`src/rtl/button_conditioner.sv`:
```
// button_conditioner
//   Turns four raw, bouncy, asynchronous active-low direction buttons into
//   clean single-cycle active-low move strobes for the game logic.
//   Each channel: 2-flop synchronizer -> debounce -> press detect /
//   hold-to-repeat -> pending bit. A fixed-priority arbiter
//   (up > down > left > right) issues at most one strobe per cycle.
//
// Ports
//   clk        system clock
//   reset      asynchronous, active-high; clears all state
//   up_raw, down_raw, left_raw, right_raw
//              raw buttons, active-low, asynchronous to clk
//   up, down, left, right
//              registered move strobes, active-low, one cycle wide, idle high
//   btn_state  debounced pressed levels, active-high, {up, down, left, right}
module button_conditioner #(
  parameter int unsigned DEBOUNCE_CYCLES = 4,
  parameter int unsigned REPEAT_DELAY    = 20,
  parameter int unsigned REPEAT_PERIOD   = 8,
  parameter int unsigned CNT_W           = 28
) (
  input  logic       clk,
  input  logic       reset,
  input  logic       up_raw,
  input  logic       down_raw,
  input  logic       left_raw,
  input  logic       right_raw,
  output logic       up,
  output logic       down,
  output logic       left,
  output logic       right,
  output logic [3:0] btn_state
);

  localparam logic [CNT_W-1:0] DB_LAST    = CNT_W'(DEBOUNCE_CYCLES - 1);
  localparam bit               RPT_EN     = (REPEAT_DELAY != 0);
  localparam logic [CNT_W-1:0] RPT_LAST   = RPT_EN ? CNT_W'(REPEAT_DELAY - 1) : '0;
  localparam logic [CNT_W-1:0] RPT_RELOAD =
    (REPEAT_DELAY > REPEAT_PERIOD) ? CNT_W'(REPEAT_DELAY - REPEAT_PERIOD) : '0;

  // Channel index 3..0 = up, down, left, right throughout.
  logic [3:0]       raw;
  logic [3:0]       s1_q, s1_d;
  logic [3:0]       s2_q, s2_d;
  logic [3:0]       stable_q, stable_d;
  logic [CNT_W-1:0] dcnt_q [4];
  logic [CNT_W-1:0] dcnt_d [4];
  logic [CNT_W-1:0] rcnt_q [4];
  logic [CNT_W-1:0] rcnt_d [4];
  logic [3:0]       pending_q, pending_d;
  logic [3:0]       strobe_q, strobe_d;
  logic [3:0]       btn_state_q, btn_state_d;

  logic [3:0]       press;
  logic [3:0]       rpt;
  logic [3:0]       set;
  logic [3:0]       grant;

  assign raw = {up_raw, down_raw, left_raw, right_raw};

  always_comb begin
    s1_d        = raw;
    s2_d        = s1_q;
    stable_d    = stable_q;
    press       = '0;
    rpt         = '0;
    for (int unsigned i = 0; i < 4; i++) begin
      dcnt_d[i] = '0;
      rcnt_d[i] = '0;
    end

    for (int unsigned i = 0; i < 4; i++) begin
      // Debounce: any return to the stable level restarts the count.
      if (s2_q[i] != stable_q[i]) begin
        if (dcnt_q[i] == DB_LAST) begin
          stable_d[i] = s2_q[i];
        end else begin
          dcnt_d[i] = dcnt_q[i] + CNT_W'(1);
        end
      end

      press[i] = stable_q[i] & ~stable_d[i];

      // Repeat counter runs only while the button stays pressed; the
      // release edge itself already clears it.
      if (RPT_EN && !stable_q[i] && !stable_d[i]) begin
        if (rcnt_q[i] == RPT_LAST) begin
          rpt[i]    = 1'b1;
          rcnt_d[i] = RPT_RELOAD;
        end else begin
          rcnt_d[i] = rcnt_q[i] + CNT_W'(1);
        end
      end
    end

    set = press | rpt;

    grant    = '0;
    grant[3] = pending_q[3];
    grant[2] = pending_q[2] & ~pending_q[3];
    grant[1] = pending_q[1] & ~|pending_q[3:2];
    grant[0] = pending_q[0] & ~|pending_q[3:1];

    // A new event for a channel that is already pending is absorbed, even
    // when that channel is being granted this cycle: this keeps at least one
    // idle cycle between two strobes of the same button.
    pending_d   = (pending_q & ~grant) | (~pending_q & set);
    strobe_d    = ~grant;
    btn_state_d = ~stable_q;
  end

  always_ff @(posedge clk or posedge reset) begin
    if (reset) begin
      s1_q        <= '1;
      s2_q        <= '1;
      stable_q    <= '1;
      pending_q   <= '0;
      strobe_q    <= '1;
      btn_state_q <= '0;
      for (int unsigned i = 0; i < 4; i++) begin
        dcnt_q[i] <= '0;
        rcnt_q[i] <= '0;
      end
    end else begin
      s1_q        <= s1_d;
      s2_q        <= s2_d;
      stable_q    <= stable_d;
      pending_q   <= pending_d;
      strobe_q    <= strobe_d;
      btn_state_q <= btn_state_d;
      for (int unsigned i = 0; i < 4; i++) begin
        dcnt_q[i] <= dcnt_d[i];
        rcnt_q[i] <= rcnt_d[i];
      end
    end
  end

  assign up        = strobe_q[3];
  assign down      = strobe_q[2];
  assign left      = strobe_q[1];
  assign right     = strobe_q[0];
  assign btn_state = btn_state_q;

endmodule
```
`config.mk`:
```
export PLATFORM = sky130hd
export DESIGN_NAME = button_conditioner
export DESIGN_NICKNAME = d
export VERILOG_FILES = /design/src/rtl/button_conditioner.sv
export SDC_FILE = /design/constraint.sdc
export NUM_CORES = 1
export LEC_CHECK = 0
export ABC_AREA = 1
export BUFFER_PORTS_ARGS = -buffer_cell sky130_fd_sc_hd__buf_4
export CORE_MARGIN = 1
export CORE_UTILIZATION = 50
export DETAILED_ROUTE_END_ITERATION = 10
export PLACE_DENSITY = 0.68
export SLEW_MARGIN = 5
export SYNTH_ARGS = -nofsm -noshare
export SYNTH_HDL_FRONTEND = slang
export SYNTH_SLANG_ARGS = --single-unit
```
`constraint.sdc`:
```
create_clock -name clk -period 8.3 [get_ports clk]
set_clock_uncertainty 0.05 [all_clocks]
set_input_delay 1.66 -clock clk [delete_from_list [all_inputs] [get_ports clk]]
set_output_delay 1.66 -clock clk [all_outputs]
set_load 0.05 [all_outputs]
```
==> impl_metrics.json, run 1 <==
{
  "status": "complete, no violations",
  "max_cap_violations": 0,
  "p_total_mw": 3.15,
  "ctsResizeCount": 0,
  "crit_buf_inv": 1,
  "root_buffer": "clkbuf_16",
  "hold_path.class": "register to register",
  "syn_area_per_cell_um2": 7.38,
  "hold_buffers": 0,
  "n_antenna_cell": 0,
  "synth_cell_types": 43,
  "multi_input_area_um2": 6810,
  "clock_sinks": 248,
  "dp_hpwl_um": 21700,
  "start_util": 0.509,
  "ir_worst_vdd_uv": 147,
  "ant_nets": 0,
  "die_w_um": 170,
  "grt_max_degree": 146,
  "die_h_um": 170,
  "finalCritPeriodShare": 0.356,
  "leakagePower_nw": 6.74,
  "grt_overflow": 0,
  "yosys-top-cells-area": "dfrtp_1, nand2_1, nor2_1, inv_1, xor2_1",
  "fin_crit_ns": 2.95,
  "syn_inst": 1915,
  "synth.cell_area_um2": 14100,
  "synth_top_cell_area_share": 0.411,
  "cp_cell_sequence": "buf_4",
  "drive_above_1_share": 0.0768,
  "fillCellCount": 2656,
  "syn-num-nets": 1929,
  "path_clk_slew_ns": 0.06,
  "cts_tree": "done",
  "slew_headroom": 0.380,
  "grt_setup_unrepaired": "no",
  "yosysWarnings": 0,
  "ios": 14,
  "num_vias": 11900,
  "clk_path_buf_depth": 3,
  "syn_to_final_growth_pct": 9.91,
  "first_global_vias": 11500,
  "regArea_um2": 6230,
  "cts_max_level": 1,
  "powerDensity_nw_per_um2": 203,
  "wl_per_cell_um": 12.9,
  "crit_path_max_fanout": 1,
  "path_class": "register to primary output",
  "routed_wl_um": 30300,
  "drt_pre_antenna_iters": 6,
  "worstMarginPinSlew_ns": 0.930,
  "cp_slowest_cell": "dfstp_2",
  "post-cts-setup-buffers": 0,
  "ys_ff_latch": 248,
  "antenna_found_initial": 0,
  "worstPathArrival_ns": 1.24,
  "cp_data_required_time_ns": 6.59,
  "fp-row-count": 61,
  "grt_pass1_wl_um": 52800,
  "route.detailed.drc": 0,
  "setup_violations": 0,
  "cp_top_family": "flip-flops",
  "hold_viol": 0,
  "yosysSeqAreaShare": 0.440,
  "coreArea_um2": 27800,
  "max_freq_ghz": 0.338,
  "via_per_inst": 5.07,
  "grt_use_total": 0.219,
  "port_buffers": 13,
  "clk_latency_ns": 0.55,
  "final_common_cell": "nand2_1",
  "max_stage_delay_ns": 0.51,
  "yosys.area.top_type": "dfrtp_1",
  "cts_made_buffers": 28,
  "nNetsFinal": 1959,
  "final.setup.tns_ns": 0,
  "die_area_um2": 29000,
  "drtIter0Drc": 1005,
  "mostFrequentLayoutCells": "nand2_1, nor2_1, inv_1, dfrtp_1, nor3_1",
  "crit_path_start_kind": "register",
  "gp_congestion": 0.909,
  "cp-end-kind": "primary output",
  "drv_slew": 0
}
==> final cells by class <==
type / count / area share
timing repair buffer: 15 / 0.00805
clock buffer: 45 / 0.0544
clock inverter: 7 / 0.00386
inverter: 267 / 0.0647
sequential: 248 / 0.401
multi-input combinational: 1385 / 0.438
tap: 378 / 0.0304
==> cells by family (layout without fill, tap and decap cells) <==
logic type,count (synthesis),count (layout),synth area share
adder cells (fa/ha/maj),8,8,0.00708
flip-flops,248,248,0.440
buffers and inverters,282,334,0.0784
AND/OR/NAND/NOR,1183,1183,0.373
AO/OA/AOI/OAI,80,80,0.0309
XOR/XNOR,114,114,0.0706
==> cells in the mapped netlist <==
cell type  count
buf_6          4
o21ai_1        8
o21ai_4        1
a211oi_1       4
nor4_1         7
o21ai_0       25
a21oi_1       35
nand2_1      416
nor3b_2        1
nand3_1       87
a31oi_1        1
buf_4          5
nor2_2        15
o21a_1         1
nor3b_1       18
and2_1         5
ha_1           8
o22ai_1        1
nor3_4         2
inv_2         10
clkbuf_1       4
nor2_4         7
buf_2          1
nand2_4        1
nand3_2        9
buf_1          1
a21boi_0       1
nor3_1       109
nor3_2        14
dfstp_2       16
nand3b_1       3
inv_1        256
dfrtp_1      232
nand2_2       15
o31ai_1        2
nor2_1       409
xnor2_1       17
and3_1         5
or2_2          2
o21bai_1       1
xor2_1        97
nand4_1       58
clkinv_1       1
==> registers in the layout (all words and copies together) (netlist names) <==
register,flops
rcnt_q,112
s2_q,4
pending_q,4
strobe_q,4
s1_q,4
btn_state,4
dcnt_q,112
stable_q,4
==> stage by stage <==
stage / util / hold WS (ns) / instances / setup slack, ns / instance area (µm²)
3_5_place_dp: 0.527 / 0.298 / 2293 / 5.01 / 14600
2_1_floorplan: - / 0.295 / 1915 / 3.34 / 14100
5_1_grt: 0.559 / 0.308 / 2345 / 5.31 / 15500
3_3_place_gp: 0.527 / 0.298 / 2293 / 5.03 / 14600
6_report: 0.559 / 0.306 / 2345 / 5.35 / 15500
4_1_cts: 0.559 / 0.306 / 2345 / 5.31 / 15500
==> metal layers <==
| layer | GRT usage | share of wire |
|---|---|---|
| met1 | 0.302 | 0.48 |
| met2 | 0.363 | 0.46 |
| met3 | 0.0253 | 0.038 |
| met4 | 0.0619 | 0.026 |
| met5 | 0 | 0 |
==> power by group <==
part	internal (mW)	switching [mW]
Sequential	1.31	0.0733
Clock	0.723	0.491
Combinational	0.139	0.414
Total	2.18	0.979
==> path summary, 6_finish.rpt <==
check,startpoint,to,slack (ns),cells after the start
max,strobe_q[2]$_DFF_PP1_,down,5.35,1
min,s1_q[1]$_DFF_PP1_,s2_q[1]$_DFF_PP1_,0.31,0
max reg2reg,dcnt_q[56]$_DFF_PP0_,rcnt_q[70]$_DFF_PP0_,6.26,8
min reg2reg,s1_q[1]$_DFF_PP1_,s2_q[1]$_DFF_PP1_,0.31,0
max in group asynchronous,reset,dcnt_q[55]$_DFF_PP0_,5.70,3
min in group asynchronous,reset,rcnt_q[27]$_DFF_PP0_,1.16,2
Note: power is estimated with default switching activity, not from simulation.
==> run 2, diff against run 1 <==
- ABC_AREA: 1 -> 0
- clock period: 8.3 -> 2.4 ns (I/O delays scaled with it)
==> impl_metrics.json, run 2 <==
{
  "status": "complete, no violations",
  "instances_no_fill": 1707,
  "ys_top_cells_by_count": "dfrtp_1, nand3_1, nor2_1",
  "place_ws_ns": 0.137,
  "holdPathStages": 0,
  "drive_above_1_share": 0.115,
  "clk_latency_ns": 0.55,
  "syn_area_per_cell_um2": 9.69,
  "grt_pass1_wl_um": 47700,
  "die_h_um": 162,
  "ant_nets": 0,
  "clock_sinks": 248,
  "drtIter0Drc": 650,
  "gp_congestion": 0.839,
  "grt_max_degree": 63,
  "max_cap_violations": 0,
  "ys_ff_latch": 248,
  "slew_headroom": 0.672,
  "yosysWarnings": 0,
  "num_vias": 10400,
  "finalCritPeriodShare": 0.936,
  "ir_worst_vdd_uv": 734,
  "grt_use_total": 0.213,
  "synth.cell_area_um2": 12900,
  "cts_made_buffers": 29,
  "coreArea_um2": 25200,
  "syn_to_final_growth_pct": 14.1,
  "die_area_um2": 26400,
  "routed_wl_um": 27100,
  "yosys-top-cells-area": "dfrtp_1, xor2_1, or4_1, xnor2_1, o31ai_1",
  "cts_tree": "done",
  "syn_inst": 1327,
  "final_common_cell": "dfrtp_1",
  "yosysSeqAreaShare": 0.484,
  "cp_data_required_time_ns": 2.80,
  "dpl.cell_count": 1646,
  "hold_viol": 0,
  "n_antenna_cell": 0,
  "synthFlopType": "dfrtp_1",
  "route.detailed.drc": 0,
  "port_buffers": 13,
  "syn-num-nets": 1341,
  "cts_max_level": 1,
  "top_regs": "dcnt_q (112), rcnt_q (112)",
  "hold_path.class": "register to register",
  "path_clk_slew_ns": 0.06,
  "powerDensity_nw_per_um2": 783,
  "grt_overflow": 0,
  "cp-end-kind": "register",
  "max_freq_ghz": 0.445,
  "synth_top_cell_area_share": 0.451,
  "path_class": "register to register",
  "mostFrequentLayoutCells": "dfrtp_1, nand3_1, nor2_1, nand4_1, nor3_1",
  "hp-start": "s1_q[2]$_DFF_PP1_",
  "crit_path_max_fanout": 12,
  "utilization": 0.583,
  "grt_setup_unrepaired": "no",
  "crit_path_start_kind": "register",
  "synth_cell_types": 49,
  "r2r-end": "rcnt_q[106]$_DFF_PP0_",
  "yosysMostFrequentCell": "dfrtp_1",
  "synth_edf_count": 0,
  "root_buffer": "clkbuf_16",
  "die_w_um": 162,
  "drt_pre_antenna_iters": 5,
  "reg2reg_slack_ns": 0.15,
  "rr_worst_depth": 5,
  "dp_hpwl_um": 17900,
  "postSynth.asyncResetShare": 1.00,
  "fin_crit_ns": 2.25,
  "clk_path_buf_depth": 3,
  "nNetsFinal": 1368,
  "p_total_mw": 11.5,
  "start_util": 0.511,
  "yosys.area.top_type": "dfrtp_1",
  "drv_slew": 0,
  "setup_violations": 0,
  "via_per_inst": 6.11,
  "hold_end": "s2_q[2]$_DFF_PP1_",
  "fp-row-count": 58,
  "worstMarginPinSlew_ns": 0.490,
  "leakagePower_nw": 5.67,
  "first_global_vias": 9934,
  "ios": 14,
  "antenna_found_initial": 0,
  "wl_per_cell_um": 15.9,
  "worstPathArrival_ns": 2.65,
  "r2r-start": "rcnt_q[84]$_DFF_PP0_",
  "setup_ws_ns": 0.154
}
==> run 2: layer usage <==
layer  track usage  share of wire  vias to the layer above  routed length, µm
met5             0              0                        -                  0
met4        0.0510          0.016                        0                436
met3        0.0303          0.038                       41               1030
met2         0.345           0.47                      171              12700
met1         0.302           0.48                     5085              13000
li1              -              -                     5126                  -
==> run 2: worst max path at each step <==
stage / start / end / slack, ns / cells past startpoint
2_1_floorplan: reset / btn_state[0]$_DFF_PP0_ / -1.38 / 1
3_3_place_gp: dcnt_q[84]$_DFF_PP0_ / dcnt_q[100]$_DFF_PP0_ / 0.22 / 6
3_5_place_dp: dcnt_q[84]$_DFF_PP0_ / dcnt_q[98]$_DFF_PP0_ / 0.14 / 6
4_1_cts: dcnt_q[84]$_DFF_PP0_ / dcnt_q[98]$_DFF_PP0_ / 0.12 / 6
5_1_grt: rcnt_q[34]$_DFF_PP0_ / rcnt_q[52]$_DFF_PP0_ / 0.02 / 4
6_report: rcnt_q[84]$_DFF_PP0_ / rcnt_q[106]$_DFF_PP0_ / 0.15 / 5
==> run 2: area by class of cell <==
cell class | count | area [µm²]
well taps | 330 | 413
multi-input cells | 973 | 6270
inverters | 33 | 128
clock buffers | 35 | 758
clock inverters | 19 | 193
fillers | 2117 | 10500
repair buffers | 69 | 693
flip-flops and latches | 248 | 6230
==> run 2: per-stage QoR <==
stage	setup TNS [ns]	hold WS, ns	area [µm²]
finish	0	0.304	14700
global route	0	0.309	14700
CTS	0	0.305	14700
detailed placement	0	0.297	13700
global placement	0	0.296	13700
floorplan	-327.77	0.295	12900
==> run 2: cell families (layout without fill, tap and decap cells) <==
| logic type | Yosys count | after routing | synth area share |
|---|---|---|---|
| AND/OR/NAND/NOR | 626 | 626 | 0.280 |
| flip-flops | 248 | 248 | 0.484 |
| AO/OA/AOI/OAI | 229 | 229 | 0.119 |
| XOR/XNOR | 109 | 109 | 0.0742 |
| buffers and inverters | 106 | 156 | 0.0334 |
| adder cells (fa/ha/maj) | 8 | 8 | 0.00778 |
| multiplexers | 1 | 1 | 0.000778 |
==> run 2: repair_timing <==
action	4_1_cts	5_1_grt
hold buffers	5	0
resized for setup	0	1
buffers inserted	0	2
endpoints found under the setup margin	0	30
hold endpoints to repair	20	0
==> run 2: critical path: stages, from the launching register on <==
cell and delay, ns:
dfrtp_1 0.38, ha_1 0.28, nand4_4 0.14, or4_4 0.63, or4_1 0.43, a211oi_1 0.25
==> run 2: power by group <==
part	switching, mW	internal (mW)
clock	1.76	2.58
sequential	0.340	4.55
combinational	1.42	0.848
